**config.mk**
```make
export PLATFORM = sky130hd
export DESIGN_NAME = regset_wb_init
export DESIGN_NICKNAME = d
export VERILOG_FILES = /design/src/rtl/regset_wb_init.sv
export SDC_FILE = /design/constraint.sdc
export NUM_CORES = 1
export LEC_CHECK = 0
export BUFFER_PORTS_ARGS = -buffer_cell sky130_fd_sc_hd__buf_2
export CORE_AREA = 2 2 93 95
export CTS_CLUSTER_DIAMETER = 120
export DETAILED_ROUTE_END_ITERATION = 12
export DIE_AREA = 0 0 95 97
export PLACE_DENSITY = 0.73
export SLEW_MARGIN = 20
export SYNTH_ARGS = -nofsm -noshare
export SYNTH_HDL_FRONTEND = slang
export SYNTH_SLANG_ARGS = --single-unit
```
**constraint.sdc**
```tcl
create_clock -name clk -period 3.5 [get_ports clk]
set_input_delay 0.35 -clock clk [delete_from_list [all_inputs] [get_ports clk]]
set_output_delay 0.35 -clock clk [all_outputs]
set_load 0.05 [all_outputs]
```
**src/rtl/regset_wb_init.sv**
```systemverilog
//------------------------------------------------------------------------------
// Module   : regset_wb_init
// Brief    : Write-port sequencer and read-bypass front end for the RudolV
//            register set. Clears all entries after reset, then forwards
//            pipeline writes (entry 0 is never written) and patches
//            same-cycle read-during-write collisions on both read ports.
// Revision : 1.0 - initial release
//------------------------------------------------------------------------------
`default_nettype none

module regset_wb_init #(
   parameter int ENTRIES = 64
) (
   input  logic        clk,
   input  logic        rstn,
   // pipeline write-back
   input  logic        wb_valid,
   input  logic [5:0]  wb_addr,
   input  logic [31:0] wb_data,
   input  logic        wb_grubby,
   // pipeline read addresses
   input  logic [5:0]  ra1,
   input  logic [5:0]  ra2,
   // register-set write port
   output logic        rs_we,
   output logic [5:0]  rs_wa,
   output logic [31:0] rs_wd,
   output logic        rs_wg,
   // register-set read port
   output logic [5:0]  rs_ra1,
   output logic [5:0]  rs_ra2,
   input  logic [31:0] rs_rd1,
   input  logic [31:0] rs_rd2,
   input  logic        rs_rg1,
   input  logic        rs_rg2,
   // corrected read data to pipeline
   output logic [31:0] rd1,
   output logic [31:0] rd2,
   output logic        rg1,
   output logic        rg2,
   output logic        ready
);

   // Counter width; a single-entry set still needs a one-bit counter.
   localparam int CW = (ENTRIES > 1) ? $clog2(ENTRIES) : 1;
   localparam logic [CW-1:0] C_LAST = CW'(ENTRIES - 1);

   typedef enum logic [0:0] {
      S_INIT = 1'b0,
      S_RUN  = 1'b1
   } state_t;

   state_t        state_q, state_d;
   logic [CW-1:0] cnt_q, cnt_d;

   logic          hit1_q, hit1_d;
   logic          hit2_q, hit2_d;
   logic          z1_q, z1_d;
   logic          z2_q, z2_d;
   logic [31:0]   wd_q;
   logic          wg_q;

   // Read addresses go straight through; the register set registers them.
   assign rs_ra1 = ra1;
   assign rs_ra2 = ra2;

   assign ready  = (state_q == S_RUN);

   // FSM and clear-counter registers.
   always_ff @(posedge clk or negedge rstn) begin
      if (!rstn) begin
         state_q <= S_INIT;
         cnt_q   <= '0;
      end else begin
         state_q <= state_d;
         cnt_q   <= cnt_d;
      end
   end

   // Next state and write-port mux: clear sweep in INIT, pipeline in RUN.
   always_comb begin
      state_d = state_q;
      cnt_d   = cnt_q;
      rs_we   = 1'b0;
      rs_wa   = 6'd0;
      rs_wd   = 32'd0;
      rs_wg   = 1'b0;
      case (state_q)
         S_INIT: begin
            rs_we = 1'b1;
            rs_wa = 6'(cnt_q);
            cnt_d = cnt_q + CW'(1);
            if (cnt_q == C_LAST) begin
               state_d = S_RUN;
               cnt_d   = '0;
            end
         end
         S_RUN: begin
            // Entry 0 is hard-wired to zero, so never spend a write on it.
            rs_we = wb_valid & (wb_addr != 6'd0);
            rs_wa = wb_addr;
            rs_wd = wb_data;
            rs_wg = wb_grubby;
         end
         default: begin
            state_d = S_INIT;
            cnt_d   = '0;
         end
      endcase
   end

   // Collision and zero-address flags for the coming read cycle.
   always_comb begin
      hit1_d = (state_q == S_RUN) & rs_we & (ra1 == rs_wa);
      hit2_d = (state_q == S_RUN) & rs_we & (ra2 == rs_wa);
      z1_d   = (ra1 == 6'd0);
      z2_d   = (ra2 == 6'd0);
   end

   // Bypass registers capture the write that the RAM read will miss.
   always_ff @(posedge clk or negedge rstn) begin
      if (!rstn) begin
         hit1_q <= 1'b0;
         hit2_q <= 1'b0;
         z1_q   <= 1'b0;
         z2_q   <= 1'b0;
         wd_q   <= 32'd0;
         wg_q   <= 1'b0;
      end else begin
         hit1_q <= hit1_d;
         hit2_q <= hit2_d;
         z1_q   <= z1_d;
         z2_q   <= z2_d;
         wd_q   <= rs_wd;
         wg_q   <= rs_wg;
      end
   end

   // Output mux: zero until cleared, zero for entry 0, else bypass or RAM.
   always_comb begin
      rd1 = 32'd0;
      rg1 = 1'b0;
      rd2 = 32'd0;
      rg2 = 1'b0;
      if (ready) begin
         if (!z1_q) begin
            rd1 = hit1_q ? wd_q : rs_rd1;
            rg1 = hit1_q ? wg_q : rs_rg1;
         end
         if (!z2_q) begin
            rd2 = hit2_q ? wd_q : rs_rd2;
            rg2 = hit2_q ? wg_q : rs_rg2;
         end
      end
   end

endmodule

`default_nettype wire

```
### Yosys cells after proc, flatten, opt, wreduce, memory -nomap -nowiden

Cells that the tools add are included.

* bitwise gates (word level): 5
* $add $sub $neg: 1
* order comparisons: 0
* multipliers: 0
* shift-type cells: 0
* div/mod/pow operators: 0
* mux-type cells: 19
* reductions and logical operators: 3
* equality and inequality tests: 3

Operators by type and width (number)
* $mux 32: 7
* $eq 6x6->1: 2
* $logic_not 6->1: 2
* $pmux 6 s2: 1
* $mux 1: 9
* $add 6x1->6 const B: 1
* $eq 6x6->1 const B: 1
* $mux 6: 1
* $reduce_bool 6->1: 1
* $and 1x1->1: 4
* $pmux 1 s2: 1
* $not 1->1: 1

* ROM bits: 0
* bits of input ports: 120
* word-level logic and storage cells: 39
* bits in writable memories: 0
* memories: 0
* register bits: 44
* latch bits: 0

### Longest topological paths before layout

* depth in word-level cells: 5
* mapped depth: 5
* gate-level depth less buffers: 5

### Worst setup path before layout

Ideal clock, no wire load.

* path type: flip-flop to output port
* start point: reg state_q (netlist: ready)
* end point: out rd1[10]
* arrival time: 1913 ps
* setup slack: 1237 ps
* data required time: 3150 ps
* stages on the path, launching flop included: 5
* path through: dfrtp_1 -> or2b_1 -> clkbuf_1 -> clkbuf_1 -> nor2_1

* longest elaborated chain between the ends: 1

Ends and longest elaborated chain
* start: declaration: RTL line 53 `state_t state_q, state_d;`
* start signal: assignment: RTL line 75 `state_q <= state_d;`
* $mux 32: RTL line 145 `if (ready) begin`
* end: declaration: RTL line 37 `output logic [31:0] rd1,`

No other way between the ends.

### Worst setup path after layout

* start point: reg state_q (netlist: ready)
* end point: out rd2[15]

* longest elaborated chain between the ends: 1

Ends and longest elaborated chain
* $mux 32: RTL line 145
* end: declaration: RTL line 38 `output logic [31:0] rd2,`

No other way between the ends.

==> flow_summary.toml <==
[cells_and_area]
regArea_um2 = 1100
num-fill-cells = 795
layout.cells.most_common = "buf_2"
multiInputGateArea_um2 = 1510
final_cell_utilization_of_the_core_pct = 49.9
area.growth.synth_to_final_pct = 44.4
layout.nets = 635
finish.instance_area_um2 = 4060
antenna_cells_inserted = 0
mostFrequentLayoutCells = "buf_2 (237), mux2i_1 (71), nor2_1 (66)"
drive_above_1_share_pct = 49.1

[global_routing]
first_global_vias = 2921
number_of_antenna_violations_at_the_first_check_in_global_routing = 0
grt_max_degree = 45
global_route.usage.total_pct = 19.4
grt.overflow.total = 0
grt_first_pass_wirelength_mm = 14.1

[logic_synthesis]
netlist-cell-type-count = 26
syn-num-nets = 421
synth_top_family_by_area = "multiplexers"
synthDominantAreaCellType = "dfrtp_1"
netlist_area_um2 = 2810
yosys_warnings = 0
synthAdderAreaFrac_pct = 0.445
synth.top_cells.by_area = "dfrtp_1 (39%), mux2i_1 (25%), nor2_1 (8.8%), and2_1 (7.3%), buf_4 (3.2%)"
post_synth_and_or_nand_nor_area_fraction_pct = 20.9
seq_area_frac_synth_pct = 39.1
xor_xnor_share_of_the_synthesized_area_pct = 4.36
ys_ff_latch = 44
synth_compound_gate_area_share_pct = 1.73
post_synth_inst_count = 300
syn-mean-instance-area_um2 = 9.38
muxShareOfSynthArea_pct = 26.1
yosys.area.top_type_share_pct = 39.1

[floorplanning]
dieArea_um2 = 9220
ioPinCount = 239
fp.dieW_um = 95
initial_core_util_pct = 34.6
floorplan.core_area_um2 = 8130
placement_rows = 33
die_height_um = 97

[sta]
final_period_minus_worst_setup_slack_ns = 2.68
fin_worst_skew_ns = 0.00757
max_freq_mhz = 374
hold-worst-slack_ns = 0.0470
setup_violations = 0
final_worst_path_setup_slack_ns = 0.824
grt_setup_unrepaired = "false"
min_period_over_period_pct = 76.4
drv_slew = 0
fin_tns_setup_ns = 0
tightestPinTransition_ns = 1.04
hold_violations = 0
rel_slew_slack_pct = 30.9

[critical_path]
ff2ff_setup_slack_ns = 1.28
crit_path_cell_trace = "nand2b_1 -> buf_4 -> nor2_1 -> buf_2"
worst_path_largest_cell_delay_ns = 0.70
critPathMaxFanout = 23
start_kind = "register"
cp_data_required_time_ns = 3.15
timing.critical_path.slowest_stage_cell = "dfrtp_1"
critPathArrivalTime_ns = 2.33
crit_type = "reg2out"
critPathCaptureType = "output port"

[status]
status = "complete, no violations"

[routing]
post_drt_via_cell_ratio = 4.70
drc_errors = 0
drt.antenna.violating_nets = 0
routedWlPerCell_um = 15.0
first_pass_iters = 4
drt_initial_violations = 38
vias = 2916
detail_route.wirelength_mm = 9.33

[placement]
pre_cts_slack_ns = 1.09
input_output_buffers = 238
dpl.hpwl_mm = 7.25
placedInstanceArea_um2 = 3970
finalWeightedCongestion = 0.822

[clock_network]
clock_tree.root_cell = "clkbuf_8"
worst_skew_pair.late_latency_ns = 0.29
clock_tree.htree_level_count = 2
tritoncts_clock_tree = "yes"
post-cts-setup-buffers = 0
cts-root-to-sink-buffers = 2
cts_repair_resize_count = 0
clkTransAtPathRegs_ns = 0.08
clock-sinks = 44
num_cts_buffers = 5
ctsHoldBuffers = 0

[hold_path]
worst_hold_path_type = "in2async"

[flow_run]
max-cap-violations = 0

[power_and_ir_drop]
p_leak_nw = 2.20
power.ir.vdd_worst_v = 0.000115
pwr_density_cell_nw_per_um2 = 239
-- area by class of cell --
cell class / instances / area share, %
Tap cell: 105 / 3.23
Clock buffer: 8 / 2.22
Multi-Input combinational cell: 217 / 37.1
Sequential cell: 44 / 27.2
Timing Repair Buffer: 240 / 29.8
Inverter: 6 / 0.554
-- where the power goes --
group          leakage, nW  internal, mW  switching [mW]  total, mW
sequential           0.597         0.508       0.0000376      0.508
combinational         1.55        0.0692          0.0760      0.145
clock               0.0455         0.161           0.158      0.319
-- cells in the mapped netlist --
cell type and count:
mux2i_1 71, nor2_1 66, dfrtp_1 44, and2_1 33, clkbuf_1 14, buf_4 12
xor2_1 10, buf_2 6, inv_1 6, nand2_1 6, nand3_1 4, o21ai_0 4
xnor2_1 4, nand4_1 3, nor3_1 3, or4_1 3, mux2_2 2, a41oi_1 1
and3b_1 1, buf_6 1, ha_1 1, nand2b_1 1, nor4_2 1, o31ai_1 1
o31ai_2 1, or2b_1 1
-- final timing paths --
check	from	to	depth (start not counted)
max in group asynchronous	rstn	hit2_q	1
setup / recovery	ready	rd2[15]	4
min in group clk	ra1[1]	z1_q	2
hold / removal	rstn	cnt_q[4]	1
setup reg to reg	ready	hit2_q	5
hold reg to reg	cnt_q[5]	cnt_q[5]	1
-- critical path, delay by kind of cell (launching register included) --
kind                   cells  cell delay, ns
DFF                        1            0.70
buffers and inverters      2            0.67
and+or+nand+nor            2            0.66
-- sequential cells by signal, indices dropped and copies added, names as in the netlist --
| signal | flops |
|---|---|
| z2_q | 1 |
| hit2_q | 1 |
| ready | 1 |
| wg_q | 1 |
| z1_q | 1 |
| hit1_q | 1 |
| cnt_q | 6 |
| wd_q | 32 |
-- kinds of logic (layout without fill, tap and decap cells) --
logic type	Yosys count	in the layout
xor+xnor	14	14
mux	73	73
compound gates	7	7
simple gates	122	122
fa+ha+maj	1	1
flops	44	44
buf+inv	39	254
-- metal layers --
| layer | up-vias | part of all wire, % | track usage, % |
|---|---|---|---|
| li1 | 1407 | - | - |
| met1 | 1345 | 39 | 21.2 |
| met2 | 148 | 52 | 36.5 |
| met3 | 16 | 7.4 | 3.74 |
| met4 | 0 | 1.8 | 6.47 |
| met5 | - | 0 | 0 |
-- stage by stage --
stage / total power [mW] / cells
after global routing: 1.03 / 620
after CTS: 0.996 / 620
after global placement: 0.660 / 612
final: 0.972 / 620
after detailed placement: 0.664 / 612
after floorplan: 0.584 / 300
No activity file was read; power rests on OpenSTA's default activity.
